<file path="src/rtl/spi_pkg.sv">
// Shared definitions for the SPI write master and the downstream SPI receiver.
package spi_pkg;

  localparam int unsigned FRAME_BITS = 64;
  localparam int unsigned CMD_W      = 8;
  localparam int unsigned ADDR_W     = 24;
  localparam int unsigned DATA_W     = 32;

  localparam logic [CMD_W-1:0] CMD_WRITE = 8'hA4;

  typedef enum logic [2:0] {
    IDLE,
    LEAD,
    HIGH,
    LOW,
    TRAIL,
    GAP
  } spi_state_e;

  typedef struct packed {
    logic [CMD_W-1:0]  cmd;
    logic [ADDR_W-1:0] addr;
    logic [DATA_W-1:0] data;
  } spi_frame_t;

endpackage

</file>
<file path="src/rtl/spi_tick_gen.sv">
// Half-period tick: a CLK_DIV down-counter that pulses tick_c once per CLK_DIV clk cycles.
module spi_tick_gen #(
  parameter int unsigned CLK_DIV = 4
) (
  input  logic clk,
  input  logic rst_n,
  input  logic restart,
  output logic tick_c
);

  localparam int unsigned CNT_W = 8;
  localparam logic [CNT_W-1:0] RELOAD = CNT_W'(CLK_DIV - 1);
  localparam logic [CNT_W-1:0] ONE    = CNT_W'(1);

  logic [CNT_W-1:0] cnt;

  assign tick_c = (cnt == '0);

  // Restart aligns the first tick to exactly CLK_DIV cycles after frame acceptance.
  always_ff @(posedge clk or negedge rst_n) begin
    if (!rst_n) begin
      cnt <= '0;
    end else if (restart || tick_c) begin
      cnt <= RELOAD;
    end else begin
      cnt <= cnt - ONE;
    end
  end

endmodule

</file>
<file path="src/rtl/spi_write_master.sv">
// SPI mode-0 write master: shifts a 64-bit {cmd, addr, data} frame out MSB first.
module spi_write_master
  import spi_pkg::*;
#(
  parameter int unsigned CLK_DIV    = 4,
  parameter int unsigned GAP_HALVES = 2
) (
  input  logic              clk,
  input  logic              rst_n,
  input  logic              start,
  input  logic [CMD_W-1:0]  cmd,
  input  logic [ADDR_W-1:0] addr,
  input  logic [DATA_W-1:0] data,
  output logic              ready,
  output logic              done,
  output logic              sck,
  output logic              cs,
  output logic              copi
);

  localparam int unsigned BIT_W    = $clog2(FRAME_BITS);
  localparam int unsigned GAP_W    = 12;
  localparam int unsigned GAP_CYC  = GAP_HALVES * CLK_DIV;
  // cs-high time includes the IDLE cycle in which ready is shown, so GAP is one cycle shorter.
  localparam int unsigned GAP_LAST = (GAP_CYC > 2) ? (GAP_CYC - 2) : 0;

  localparam logic [BIT_W-1:0] LAST_BIT = BIT_W'(FRAME_BITS - 1);
  localparam logic [BIT_W-1:0] BIT_ONE  = BIT_W'(1);
  localparam logic [GAP_W-1:0] GAP_END  = GAP_W'(GAP_LAST);
  localparam logic [GAP_W-1:0] GAP_ONE  = GAP_W'(1);

  spi_state_e            state, state_d;
  logic [FRAME_BITS-1:0] shreg, shreg_d;
  logic [BIT_W-1:0]      bit_cnt, bit_cnt_d;
  logic [GAP_W-1:0]      gap_cnt, gap_cnt_d;
  logic                  sck_d, cs_d, copi_d, done_d, ready_d;
  logic                  tick_c;
  logic                  accept_c;
  spi_frame_t            frame_c;

  assign frame_c  = '{cmd: cmd, addr: addr, data: data};
  assign accept_c = (state == IDLE) && ready && start;

  spi_tick_gen #(
    .CLK_DIV (CLK_DIV)
  ) u_tick (
    .clk     (clk),
    .rst_n   (rst_n),
    .restart (accept_c),
    .tick_c  (tick_c)
  );

  always_ff @(posedge clk or negedge rst_n) begin
    if (!rst_n) begin
      state   <= IDLE;
      shreg   <= '0;
      bit_cnt <= '0;
      gap_cnt <= '0;
      sck     <= 1'b0;
      cs      <= 1'b1;
      copi    <= 1'b0;
      done    <= 1'b0;
      ready   <= 1'b0;
    end else begin
      state   <= state_d;
      shreg   <= shreg_d;
      bit_cnt <= bit_cnt_d;
      gap_cnt <= gap_cnt_d;
      sck     <= sck_d;
      cs      <= cs_d;
      copi    <= copi_d;
      done    <= done_d;
      ready   <= ready_d;
    end
  end

  // Next-state and next-output logic; every pin is the flop of its *_d value.
  always_comb begin
    state_d   = state;
    shreg_d   = shreg;
    bit_cnt_d = bit_cnt;
    gap_cnt_d = gap_cnt;
    sck_d     = sck;
    cs_d      = cs;
    copi_d    = copi;
    done_d    = 1'b0;

    unique case (state)
      IDLE: begin
        if (accept_c) begin
          shreg_d   = frame_c;
          cs_d      = 1'b0;
          copi_d    = frame_c.cmd[CMD_W-1];
          bit_cnt_d = '0;
          state_d   = LEAD;
        end
      end
      LEAD, LOW: begin
        if (tick_c) begin
          sck_d   = 1'b1;
          state_d = HIGH;
        end
      end
      HIGH: begin
        if (tick_c) begin
          sck_d = 1'b0;
          if (bit_cnt == LAST_BIT) begin
            state_d = TRAIL;
          end else begin
            shreg_d   = shreg << 1;
            copi_d    = shreg[FRAME_BITS-2];
            bit_cnt_d = bit_cnt + BIT_ONE;
            state_d   = LOW;
          end
        end
      end
      TRAIL: begin
        if (tick_c) begin
          cs_d      = 1'b1;
          copi_d    = 1'b0;
          done_d    = 1'b1;
          gap_cnt_d = '0;
          state_d   = GAP;
        end
      end
      GAP: begin
        if (gap_cnt == GAP_END) begin
          state_d = IDLE;
        end else begin
          gap_cnt_d = gap_cnt + GAP_ONE;
        end
      end
      default: state_d = IDLE;
    endcase

    ready_d = (state_d == IDLE);
  end

endmodule
</file>
<file path="config.mk">
export PLATFORM = sky130hd
export DESIGN_NAME = spi_write_master
export DESIGN_NICKNAME = d
export VERILOG_FILES = /design/src/rtl/spi_pkg.sv /design/src/rtl/spi_tick_gen.sv /design/src/rtl/spi_write_master.sv
export SDC_FILE = /design/constraint.sdc
export NUM_CORES = 1
export LEC_CHECK = 0
export BUFFER_PORTS_ARGS = -buffer_cell sky130_fd_sc_hd__buf_2
export CAP_MARGIN = 40
export CORE_ASPECT_RATIO = 0.5
export CORE_MARGIN = 2
export CORE_UTILIZATION = 50
export DETAILED_ROUTE_END_ITERATION = 7
export GPL_TIMING_DRIVEN = 0
export PLACE_DENSITY_LB_ADDON = 0.05
export SLEW_MARGIN = 25
export SYNTH_ARGS = -nofsm -noshare
export SYNTH_HDL_FRONTEND = slang
export SYNTH_SLANG_ARGS = --single-unit
</file>
<file path="constraint.sdc">
create_clock -name clk -period 3.9 [get_ports clk]
set_input_delay 0.195 -clock clk [delete_from_list [all_inputs] [get_ports clk]]
set_output_delay 0.195 -clock clk [all_outputs]
set_load 0.05 [all_outputs]
</file>
==> reports/qor.yml <==
die:
  io_pins: 72
  die_w_um: 144.8
  initial_core_util_pct: 51.96
  fp.coreArea_mm2: 0.009540
  rows: 25
  die_h_um: 74.41
  die_area_mm2: 0.01078
worst_hold_path:
  min_delay_path_depth: 2
  hold_path_class: "in2reg"
synthesis:
  synth_edf_count: 0
  ys_seq_elements: 97
  synth_ff_type: "dfrtp_1"
  synthCells: 397
  yosys_warnings: 0
  syn_area_mm2: 0.004957
  synth_common_cells: "dfrtp_1 (96), o22ai_1 (62), a2bb2oi_2 (60)"
  async_reset_ff_share_pct: 100.0
  syn-num-nets: 468
  netlist_top_cells_area: "dfrtp_1 (48%), a2bb2oi_2 (18%), o22ai_1 (7.8%)"
  synth_top_area_share_pct: 48.46
  syn_avg_cell_area_um2: 12.49
  yosysMostFrequentCell: "dfrtp_1"
  ys_seq_area_share_pct: 48.99
  synth_top_area_cell: "dfrtp_1"
  synth.distinct_cells: 50
power_and_ir_drop:
  p_leak_nw: 2.771
  power.density_mw_per_mm2: 348.3
  ir_drop_mv: 0.2371
timing:
  skew_ns: 0.008435
  maxSlewHeadroom_pct: 59.95
  fin_crit_ns: 2.376
  finalHoldViolations: 0
  final_max_slew_viol_count: 0
  fmax_ghz: 0.4209
  finalCritPeriodShare_pct: 60.92
  rsz0062_at_grt: "no"
  setup_viol: 0
  worst_pin_slew_ns: 0.6007
  tns_ns: 0
cts:
  clk_latency_ns: 0.34
  tritoncts: "yes"
  post_cts_buffers: 0
  clk_pin_slew_ns: 0.07
  cts_root_buf: "clkbuf_16"
  cts_buffer_depth: 2
  h-tree-depth: 3
  numClockSinks: 97
  cts_made_buffers: 9
worst_setup_path:
  worst-path-max-fanout: 10
  rr_worst_depth: 7
  cpPeakStageDelay_ns: 0.51
  crit_arrival_ns: 2.58
  setup.worst_path.class: "reg2reg"
  critPathSlowestCell: "a21oi_1"
  worstPathCellList: "ha_1 -> and3_1 -> a21oi_1 -> nand2_2 -> buf_6 -> o22ai_1 -> a2bb2oi_2"
  ff2ff_setup_slack_ns: 1.52
  setup.worst_path.start: "bit_cnt[0]"
  endpoint: "shreg[38]"
  worstPathRequired_ns: 4.10
  cp-start-kind: "register"
  cp-end-kind: "register"
  reg2reg_to: "shreg[38]"
  r2r_start: "bit_cnt[0]"
route:
  vias: 3628
  drt_pre_antenna_iters: 5
  viasPerCell: 5.842
  drt_wl_total_mm: 10.80
  ant_nets: 0
  drt_iter0_drc: 214
  drc: 0
  wire_per_inst_um: 17.39
grt:
  grt_pass1_vias: 3569
  gr-total-overflow: 0
  grt_first_pass_wirelength_mm: 17.59
  grt_usage_pct: 20.88
  grt_max_degree: 65
  antenna_found_initial: 0
finish:
  regArea_mm2: 0.002429
  multi_input_area_mm2: 0.002171
  syn2layout_area_growth_pct: 18.15
  nFillCells: 766
  antenna_cells: 0
  drive_above_1_share_pct: 36.83
  final_nets: 552
  stdcell_count: 621
place:
  place_congestion: 0.8946
  io_buffers: 71
  dpl.cell_count: 604
  dp_hpwl_mm: 7.510
flow_run:
  cap_violations: 0
status:
  status: "complete, no violations"
## report_power, final
| part | internal [W] | switching (W) |
|---|---|---|
| clock network | 0.000598 | 0.000378 |
| registers | 0.00101 | 0 |
| logic | 0.0000271 | 0.0000320 |
| total | 0.00163 | 0.000410 |
## sequential cells by signal, indices dropped and copies added (netlist names)
register,count
shreg,63
gap_cnt,12
u_tick.cnt,8
bit_cnt,6
state,3
copi,1
cs,1
done,1
ready,1
sck,1
## per-layer routing
layer | GRT usage (%) | wire (um) | vias up
li1 | - | - | 1695
met1 | 28.55 | 5054 | 1832
met4 | 4.315 | 80 | 0
met3 | 4.701 | 491 | 10
met2 | 34.85 | 5172 | 91
met5 | 0 | 0 | -
## logic make-up (layout without fill, tap and decap cells)
kind of cell             after synthesis  after routing  synth area share, %
multiplexers                           1              1               0.2271
adder cells (fa/ha/maj)                4              4                1.010
XOR/XNOR                              14             14                2.474
AND/OR/NAND/NOR                       82             82                9.137
flip-flops                            97             97                48.99
AO/OA/AOI/OAI                        161            161                30.94
buffers and inverters                 38            127                7.219
## area by class of cell
cell class | instances | share of cell area [%]
timing repair buffer | 73 | 6.815
inverter | 6 | 0.3845
buffer | 32 | 5.725
tap | 135 | 2.884
clock buffer | 12 | 4.379
clock inverter | 4 | 1.282
multi-input combinational | 262 | 37.06
sequential | 97 | 41.47
## worst max-delay path: cells and delay by family (launching register included)
family | cells | cell delay, ns
AO/OA/AOI/OAI | 3 | 0.81
AND/OR/NAND/NOR | 2 | 0.50
flip-flops | 1 | 0.42
adder cells (fa/ha/maj) | 1 | 0.26
buffers and inverters | 1 | 0.23
## worst min path at each step
stage,end,slack [ns],start
finish,shreg[0],0.10,data[0]
global route,shreg[0],0.11,data[0]
CTS,shreg[0],0.10,data[0]
detailed placement,shreg[37],0.11,rst_n
global placement,shreg[0],0.44,data[0]
floorplan,bit_cnt[0],-0.10,rst_n
## metrics by stage
stage	hold slack (ns)	cell area, um^2	util (%)	power [W]	setup slack (ns)
after floorplan	-0.1006	4957	-	0.001025	1.927
after global placement	0.4390	5482	57.46	0.001078	1.628
after detailed placement	0.1079	5515	57.81	0.001084	1.554
after CTS	0.1003	5857	61.39	0.002057	1.507
after global routing	0.1131	5857	61.39	0.002101	1.379
final	0.1030	5857	61.39	0.002040	1.524
## cell usage in the layout, fill, tap and decap left out, types with 3 or more instances in the layout
cell,Yosys,layout
a21oi_1,8,8
a2bb2oi_2,60,60
a31oi_1,3,3
buf_12,6,6
buf_2,4,74
buf_6,7,8
clkbuf_1,3,4
clkbuf_16,0,9
dfrtp_1,96,96
dlygate4sd1_1,12,12
ha_1,4,4
inv_1,6,6
nand2_1,14,14
nand3_1,8,8
nand4_1,3,3
nor2_1,26,26
nor3_1,5,5
o21ai_0,15,15
o22ai_1,62,62
o31ai_1,3,3
or3_1,4,4
xnor2_1,5,5
xor2_1,9,9
## repair_timing
| action | CTS | global route |
|---|---|---|
| gates resized for setup | 0 | 0 |
| hold endpoints to repair | 33 | 0 |
| hold buffers | 1 | 0 |
Power figures use the tool's default switching activity.
